### config.mk
export PLATFORM = sky130hd
export DESIGN_NAME = muldiv_unit
export DESIGN_NICKNAME = d
export VERILOG_FILES = /design/src/rtl/muldiv_unit.sv
export SDC_FILE = /design/constraint.sdc
export NUM_CORES = 1
export LEC_CHECK = 0
export BUFFER_PORTS_ARGS = -buffer_cell sky130_fd_sc_hd__buf_4
export CAP_MARGIN = 10
export CORE_ASPECT_RATIO = 0.9
export CORE_MARGIN = 2
export CORE_UTILIZATION = 57
export DETAILED_ROUTE_END_ITERATION = 12
export PLACE_DENSITY_LB_ADDON = 0.05
export SLEW_MARGIN = 20
export SYNTH_ARGS = -nofsm -noshare
export SYNTH_HDL_FRONTEND = slang
export SYNTH_SLANG_ARGS = --single-unit
### constraint.sdc
create_clock -name clk -period 7.6 [get_ports clk]
set_clock_uncertainty 0.1 [all_clocks]
set_input_delay 0.38 -clock clk [delete_from_list [all_inputs] [get_ports clk]]
set_output_delay 0.38 -clock clk [all_outputs]
set_load 0.02 [all_outputs]
### src/rtl/muldiv_unit.sv
// Iterative multiply/divide unit beside the execute-stage ALU.
// Shift-add MUL (low word) and restoring signed DIV/REM, one bit per cycle, start/done handshake.
module muldiv_unit #(
  parameter int                 DATA_W   = 32,
  parameter int                 CTRL_W   = 4,
  parameter logic [CTRL_W-1:0]  CTRL_MUL = 3,
  parameter logic [CTRL_W-1:0]  CTRL_DIV = 4,
  parameter logic [CTRL_W-1:0]  CTRL_REM = 5
) (
  input  logic              clk,
  input  logic              rst,
  input  logic              start,
  input  logic [CTRL_W-1:0] ctrl,
  input  logic [DATA_W-1:0] in1,
  input  logic [DATA_W-1:0] in2,
  output logic              busy,
  output logic              done,
  output logic [DATA_W-1:0] result
);

  localparam int                CNT_W    = $clog2(DATA_W);
  localparam logic [CNT_W-1:0]  CNT_LAST = CNT_W'(DATA_W - 1);
  localparam logic [DATA_W-1:0] MIN_NEG  = {1'b1, {(DATA_W-1){1'b0}}};

  typedef enum logic [1:0] {ST_IDLE, ST_CALC, ST_DONE} state_t;

  state_t              state;
  logic [CNT_W-1:0]    cnt;
  logic [CTRL_W-1:0]   op_ctrl;
  logic [DATA_W-1:0]   mag_a;
  logic [DATA_W-1:0]   mag_b;
  logic                q_sign;
  logic                r_sign;
  logic                div_zero;
  logic                div_ovf;
  logic [2*DATA_W-1:0] acc;
  logic [DATA_W:0]     rem;
  logic [DATA_W-1:0]   quo;

  logic                valid_ctrl;
  logic                accept;
  logic [DATA_W-1:0]   abs_a;
  logic [DATA_W-1:0]   abs_b;
  logic [DATA_W:0]     mul_sum;
  logic [2*DATA_W-1:0] acc_next;
  logic [DATA_W:0]     rem_shift;
  logic [DATA_W:0]     rem_trial;
  logic [DATA_W:0]     rem_next;
  logic [DATA_W-1:0]   quo_next;
  logic [DATA_W-1:0]   fin_result;

  assign valid_ctrl = (ctrl == CTRL_MUL) || (ctrl == CTRL_DIV) || (ctrl == CTRL_REM);
  assign accept     = start && valid_ctrl && (state != ST_CALC);

  // NOTE: every always_comb output gets a default first so no path can infer a latch.
  always_comb begin
    abs_a = in1;
    abs_b = in2;
    if (ctrl != CTRL_MUL) begin
      if (in1[DATA_W-1]) abs_a = -in1;
      if (in2[DATA_W-1]) abs_b = -in2;
    end
  end

  // One iteration of each datapath; the FSM picks which registers consume it.
  always_comb begin
    mul_sum   = {1'b0, acc[2*DATA_W-1:DATA_W]} + (acc[0] ? {1'b0, mag_a} : '0);
    acc_next  = {mul_sum, acc[DATA_W-1:1]};
    rem_shift = (rem << 1) | {{DATA_W{1'b0}}, quo[DATA_W-1]};
    rem_trial = rem_shift - {1'b0, mag_b};
    rem_next  = rem_trial[DATA_W] ? rem_shift : rem_trial;
    quo_next  = {quo[DATA_W-2:0], ~rem_trial[DATA_W]};
  end

  always_comb begin
    fin_result = acc_next[DATA_W-1:0];
    if (op_ctrl == CTRL_DIV) begin
      if (div_zero)     fin_result = '1;
      else if (div_ovf) fin_result = MIN_NEG;
      else              fin_result = q_sign ? -quo_next : quo_next;
    end else if (op_ctrl == CTRL_REM) begin
      if (div_zero)     fin_result = r_sign ? -mag_a : mag_a;
      else if (div_ovf) fin_result = '0;
      else              fin_result = r_sign ? -rem_next[DATA_W-1:0] : rem_next[DATA_W-1:0];
    end
  end

  // NOTE: sequential state uses non-blocking assignments so all registers update together.
  // NOTE: datapath registers are reset too, so an aborted op leaves no stale operands behind.
  always_ff @(posedge clk or posedge rst) begin
    if (rst) begin
      state    <= ST_IDLE;
      cnt      <= '0;
      op_ctrl  <= '0;
      mag_a    <= '0;
      mag_b    <= '0;
      q_sign   <= 1'b0;
      r_sign   <= 1'b0;
      div_zero <= 1'b0;
      div_ovf  <= 1'b0;
      acc      <= '0;
      rem      <= '0;
      quo      <= '0;
      busy     <= 1'b0;
      done     <= 1'b0;
      result   <= '0;
    end else begin
      case (state)
        ST_IDLE, ST_DONE: begin
          done <= 1'b0;
          busy <= 1'b0;
          if (accept) begin
            state    <= ST_CALC;
            busy     <= 1'b1;
            cnt      <= '0;
            op_ctrl  <= ctrl;
            mag_a    <= abs_a;
            mag_b    <= abs_b;
            q_sign   <= in1[DATA_W-1] ^ in2[DATA_W-1];
            r_sign   <= in1[DATA_W-1];
            div_zero <= (in2 == '0);
            div_ovf  <= (in1 == MIN_NEG) && (in2 == '1);
            acc      <= {{DATA_W{1'b0}}, abs_b};
            rem      <= '0;
            quo      <= abs_a;
          end else begin
            state <= ST_IDLE;
          end
        end
        ST_CALC: begin
          acc <= acc_next;
          rem <= rem_next;
          quo <= quo_next;
          cnt <= cnt + 1'b1;
          if (cnt == CNT_LAST) begin
            state  <= ST_DONE;
            busy   <= 1'b0;
            done   <= 1'b1;
            result <= fin_result;
          end
        end
        default: begin
          state <= ST_IDLE;
          busy  <= 1'b0;
          done  <= 1'b0;
        end
      endcase
    end
  end

endmodule

; Word level (Yosys, flattened, before mapping)
; Index checks and enable logic that the tools add are counted.
[op_classes]
n_addsub = 8
eq_ne = 14
n_mux = 31
bitwise_logic = 3
reduce_logical = 12
[ops]
columns = cell, n
row1 = $mux W32, 17
row2 = $neg A32 Y32, 5
row3 = $pmux W32 S2, 2
row4 = $pmux W64 S2, 1
row5 = $eq A32 B32 Y1 const B, 2
row6 = $mux W64, 1
row7 = $add A32 B32 Y33, 1
row8 = $or A33 B1 Y33, 1
row9 = $sub A33 B32 Y33, 1
row10 = $logic_not A32 Y1, 1
row11 = $eq A4 B3 Y1 const B, 4
row12 = $pmux W5 S2, 1
row13 = $reduce_and A2 Y1, 3
row14 = $add A5 B1 Y5 const B, 1
row15 = $eq A5 B5 Y1 const B, 1
row16 = $mux W1, 5
row17 = $mux W5, 1
row18 = $eq A4 B2 Y1 const B, 1
row19 = $ne A2 B2 Y1 const B, 2
row20 = $ne A4 B2 Y1 const B, 1
row21 = $pmux W2 S2, 1
row22 = $logic_and A1 B1 Y1, 3
row23 = $eq A2 B1 Y1 const B, 1
row24 = $eq A2 B2 Y1 const B, 1
row25 = other kinds (9), 10
[word_totals]
register_bits = 241
in_bits = 71
out_inout_bits = 34
elab_cells = 83

; Longest topological paths before layout
[logic_depth]
word_depth = 9
ltp_mapped = 22
depth_no_buf = 20

; Worst setup path after synthesis
; No wires, ideal clock.
[synth_path]
kind = reg-to-reg
start = register quo[31]
end = register result[24]
setup_ns = 0.128
arrival_time_ns = 4.204
setup_slack_ns = 3.168
path_stages_with_launch = 21
n_path_buf = 3
period_less_slack_ns = 4.432
path_cell_list = dfrtp_1 inv_1 ha_1 inv_1 fa_1 a21o_1 a41oi_1 a31oi_1 o2111ai_2 a21o_1 o211a_4 buf_6 buf_6 buf_4 mux2i_1 ha_1 o211ai_1 o41ai_2 xor2_1 a221oi_1 o21ai_1
[synth_between]
elab_chain_cells = 9
[synth_lines]
columns = element, line_no
row1 = start: declaration, 38  ; logic [DATA_W-1:0] quo;
row2 = start signal: assignment, 125  ; quo <= abs_a;
row3 = start signal: assignment, 133  ; quo <= quo_next;
row4 = $or A33 B1 Y33 *, 69  ; rem_shift = (rem << 1) | {{DATA_W{1'b0}}, quo[DATA_W-1]};
row5 = $sub A33 B32 Y33, 70  ; rem_trial = rem_shift - {1'b0, mag_b};
row6 = $mux W32, 71  ; rem_next = rem_trial[DATA_W] ? rem_shift : rem_trial;
row7 = $neg A32 Y32, 84  ; else fin_result = r_sign ? -rem_next[DATA_W-1:0] : rem_next[DATA_W-1:0];
row8 = $mux W32, 84
row9 = $mux W32, 83  ; else if (div_ovf) fin_result = '0;
row10 = $mux W32, 82  ; if (div_zero) fin_result = r_sign ? -mag_a : mag_a;
row11 = $mux W32, 81  ; end else if (op_ctrl == CTRL_REM) begin
row12 = $mux W32 *, 77  ; if (op_ctrl == CTRL_DIV) begin
row13 = end signal: assignment, 139  ; result <= fin_result;
row14 = end: declaration, 18  ; output logic [DATA_W-1:0] result
; Mark *: on every way between the ends. The rest lies on a longest branch, timed or not.
; A chain may end at the register's enable or synchronous reset.

; Worst setup path in the final report
[layout_path]
start = register quo[31]
end = register result[30]
; The elaborated chain is that of the path after synthesis.

==> impl_metrics.csv <==
group,metric,value,unit
worst_hold_path,min_from,"in2[0]",
setup_path,path_delay_family,"compound AO/OA/AOI/OAI gates",
setup_path,cp_data_required_time,7.89,ns
finish,fillers,2679,
sta,fin_setup_tns,0,ns
power,swShare,51.6,%
flow_run,maxCapViolations,0,
setup_path,worstPathMaxFanout,50,
power,p_seq_share,24.4,%
floorplanning,core,0.0307,mm2
power,internal-power,5210,uW
clock_tree,cts_buffers,27,
sta,clock.fmax,0.179,GHz
finish,mostFrequentLayoutCells,"dfrtp_1, nand2_1, o21ai_0",
route,firstDrtPassIters,8,
yosys,async_reset_ff_share,100,%
route,vias,16500,
yosys,yosys_register_bits,240,
worst_hold_path,hold_path.class,"primary input to flip-flop",
floorplanning,dieArea,0.0324,mm2
setup_path,arrival,5.88,ns
setup_path,worst_path_most_repeated_cell,"inv_1",
status,outcome,"complete, no violations",
power,cellPowerDensity,552,mW/mm2
clock_tree,root_buffer,"clkbuf_16",
route,viasPerCell,6.52,
sta,tightestPinTransition,1.01,ns
grt,antenna_found_initial,0,
worst_hold_path,holdPathStages,3,
sta,drv_slew,0,
placed_design,place_congestion,0.957,
finish,nets,2249,
clock_tree,cts_tree,"done",
sta,finalCritPeriodShare,73.5,%
sta,fin_crit,5.58,ns
finish,layout_commonest_cell,"dfrtp_1",
clock_tree,clkTransAtPathRegs,0.06,ns
clock_tree,clock_latency,0.56,ns
placed_design,dpl.hpwl,43.3,mm
sta,relSlewSlack,32.5,%
placed_design,dpl_worst_slack,2.18,ns
clock_tree,cts_buffer_depth,3,
setup_path,crit_buf_inv,4,
floorplanning,rows,61,
yosys,synth_edf_count,0,
clock_tree,cts_resized,0,
setup_path,endpoint_kind,"flip-flop",
route,drcViolationCount,0,
worst_hold_path,hold_end,"acc[0]",
route,drt_iter0_markers,1683,
finish,layout-drive-gt1-share,10.3,%
power,vdd.ir_drop.worst,0.296,mV
yosys,synth_cell_types,94,
grt,grtUsageTotal,35.4,%
setup_path,slowest_stage,"o211a_4",
setup_path,start_kind,"flip-flop",
grt,grt_pass1_wl,88.6,mm
yosys,avgSynthCellArea,8.53,um2
setup_path,cpPeakStageDelay,0.65,ns
floorplanning,die_x,190,um
route,drtAntennaViolNets,0,
finish,diodes,0,
clock_tree,clock-sinks,240,
power,switching_power,5560,uW
power,leakage,0.00866,uW
setup_path,path_cells,"inv_1 -> ha_1 -> inv_1 -> fa_1 -> a21o_1 -> a41oi_1 -> a31oi_1 -> o2111ai_2 -> a21o_1 -> o211a_4 -> inv_6 -> nand2_1 -> o21ai_0 -> inv_1 -> ha_1 -> o211ai_1 -> nor4_4 -> o22ai_1 -> a211oi_1 -> a221oi_1",
yosys,synth-seq-area-share,34.0,%
setup_path,reg2reg_slack,2.02,ns
setup_path,critPathKind,"flip-flop to flip-flop",
route,routed_wl,57.8,mm
power,power_frac_comb,63.1,%
grt,grt_start_max_net_pins,113,
finish,area_delta_synth_final,10.4,%
yosys,yosys_warnings,0,
grt,grt_pass1_vias,15200,
floorplanning,start_util,57.6,%
yosys,synth_ff_type,"dfrtp_1",
setup_path,reg2regPathDepth,20,
yosys,syn_inst,2072,
yosys,syn_nets,2217,
floorplanning,ioPinCount,105,
floorplanning,die_h,171,um
placed_design,dpl_cell_area,0.0186,mm2
power,pwr-share-clk,12.5,%
sta,finalHoldViolCount,0,
sta,finalWorstSetupSlack,2.02,ns
route,wl_per_cell,22.8,um
clock_tree,cts-htree-levels,1,
yosys,synthesis.area,0.0177,mm2
clock_tree,cts_setup_buffers,0,
placed_design,portBuffers,104,
grt,grt-ovfl-total,0,
setup_path,r2r-start,"quo[31]",
sta,rsz0062_at_grt,"no",
finish,design_area,0.0195,mm2
sta,setup_viol,0,
setup_path,rr_endpoint,"result[30]",
-- metrics by stage --
stage	hold slack (ns)	total power (uW)	util [%]	std cells
finish	0.0346	10800	63.6	2532
floorplan	0.342	7380	-	2072
global placement	0.354	9120	60.6	2480
detailed placement	0.365	9250	60.6	2480
global route	0.0392	11500	63.6	2532
CTS	0.0229	10600	63.6	2532
-- tightest hold or removal path: stages --
cell     delay (ns)
buf_4          0.13
a22oi_1        0.08
nand2_1        0.07
-- timing repair --
| action | CTS | global route |
|---|---|---|
| hold buffers | 4 | 0 |
| setup endpoints to repair | 0 | 0 |
| endpoints found under the hold margin | 114 | 0 |
-- worst max-delay path by stage --
stage / to / start / cells after the start
after CTS: result[10] / quo[31] / 19
after detailed placement: result[24] / quo[31] / 20
after global placement: result[24] / quo[31] / 20
after global routing: result[30] / quo[31] / 20
final: result[30] / quo[31] / 20
after floorplan: acc[0] / rst / 1
-- per-layer routing --
metal | up-vias | wire (um) | GRT usage (%)
met5 | - | 0 | 0
met4 | 0 | 3560 | 18.8
met3 | 151 | 3970 | 4.72
met2 | 679 | 25900 | 55.4
met1 | 7992 | 24300 | 47.9
li1 | 7687 | - | -
-- cell families after synthesis --
group,Yosys count,share of synthesized area (%)
AOI/OAI and AO/OA,712,27.8
and+or+nand+nor,636,17.4
DFF,240,34.0
buffers and inverters,196,4.68
xor gates and xnor gates,186,9.21
adders and majority gates,74,5.32
muxes,28,1.61
-- cell type report --
cell class                      instances  area, um2  share of cell area (%)
Multi-Input combinational cell       1636      10900                    55.8
Sequential cell                       240       6010                    30.8
Timing Repair Buffer                  122        926                    4.74
Clock buffer                           33        718                    3.68
Tap cell                              409        512                    2.62
Inverter                               77        302                    1.54
Clock inverter                         15        171                   0.878
-- state kept, by name (all words and copies together), names as in the netlist, 4 cells and up --
signal and cells:
acc 64, cnt 5, mag_a 32, mag_b 32, op_ctrl 4, quo 32, rem 32, result 32
-- cell usage after synthesis, types with 5 or more instances --
master	count	area [um2]
mux2i_1	24	240
ha_1	72	901
a21o_1	70	526
inv_1	74	278
a21oi_1	93	465
a21oi_2	5	43.8
o31ai_1	52	390
and2_1	41	257
o21a_1	16	120
o41ai_1	18	158
buf_6	6	67.6
a31oi_1	17	106
nand2b_1	14	87.6
clkbuf_1	90	338
xnor2_1	92	806
a21boi_0	8	60.1
nand3_1	37	185
nand2_1	229	860
o21ai_1	12	60.1
nor2_1	131	492
nor2b_1	7	43.8
nand3b_1	5	37.5
dfrtp_1	240	6010
and3_1	13	81.3
a22o_1	8	70.1
buf_2	16	80.1
a221oi_1	24	210
xor2_1	94	823
or3_1	23	144
or2_2	8	50.1
o21ai_0	219	1100
a211oi_1	9	67.6
o211ai_1	22	165
or4_1	16	120
buf_4	6	45.0
nor3_1	50	250
a221o_1	56	561
nand4_1	21	131
o22ai_1	5	31.3
o2111ai_1	8	70.1
nor4_1	17	106
o21bai_1	22	165
-- power by group through the flow --
stage	Combinational, uW	Clock [uW]	Sequential [uW]
after floorplan	5020	0	2360
after global placement	6520	0	2600
after detailed placement	6630	0	2620
after CTS	6680	1350	2600
after global routing	7420	1400	2680
final	6800	1350	2630
Power figures use the tool's default switching activity.
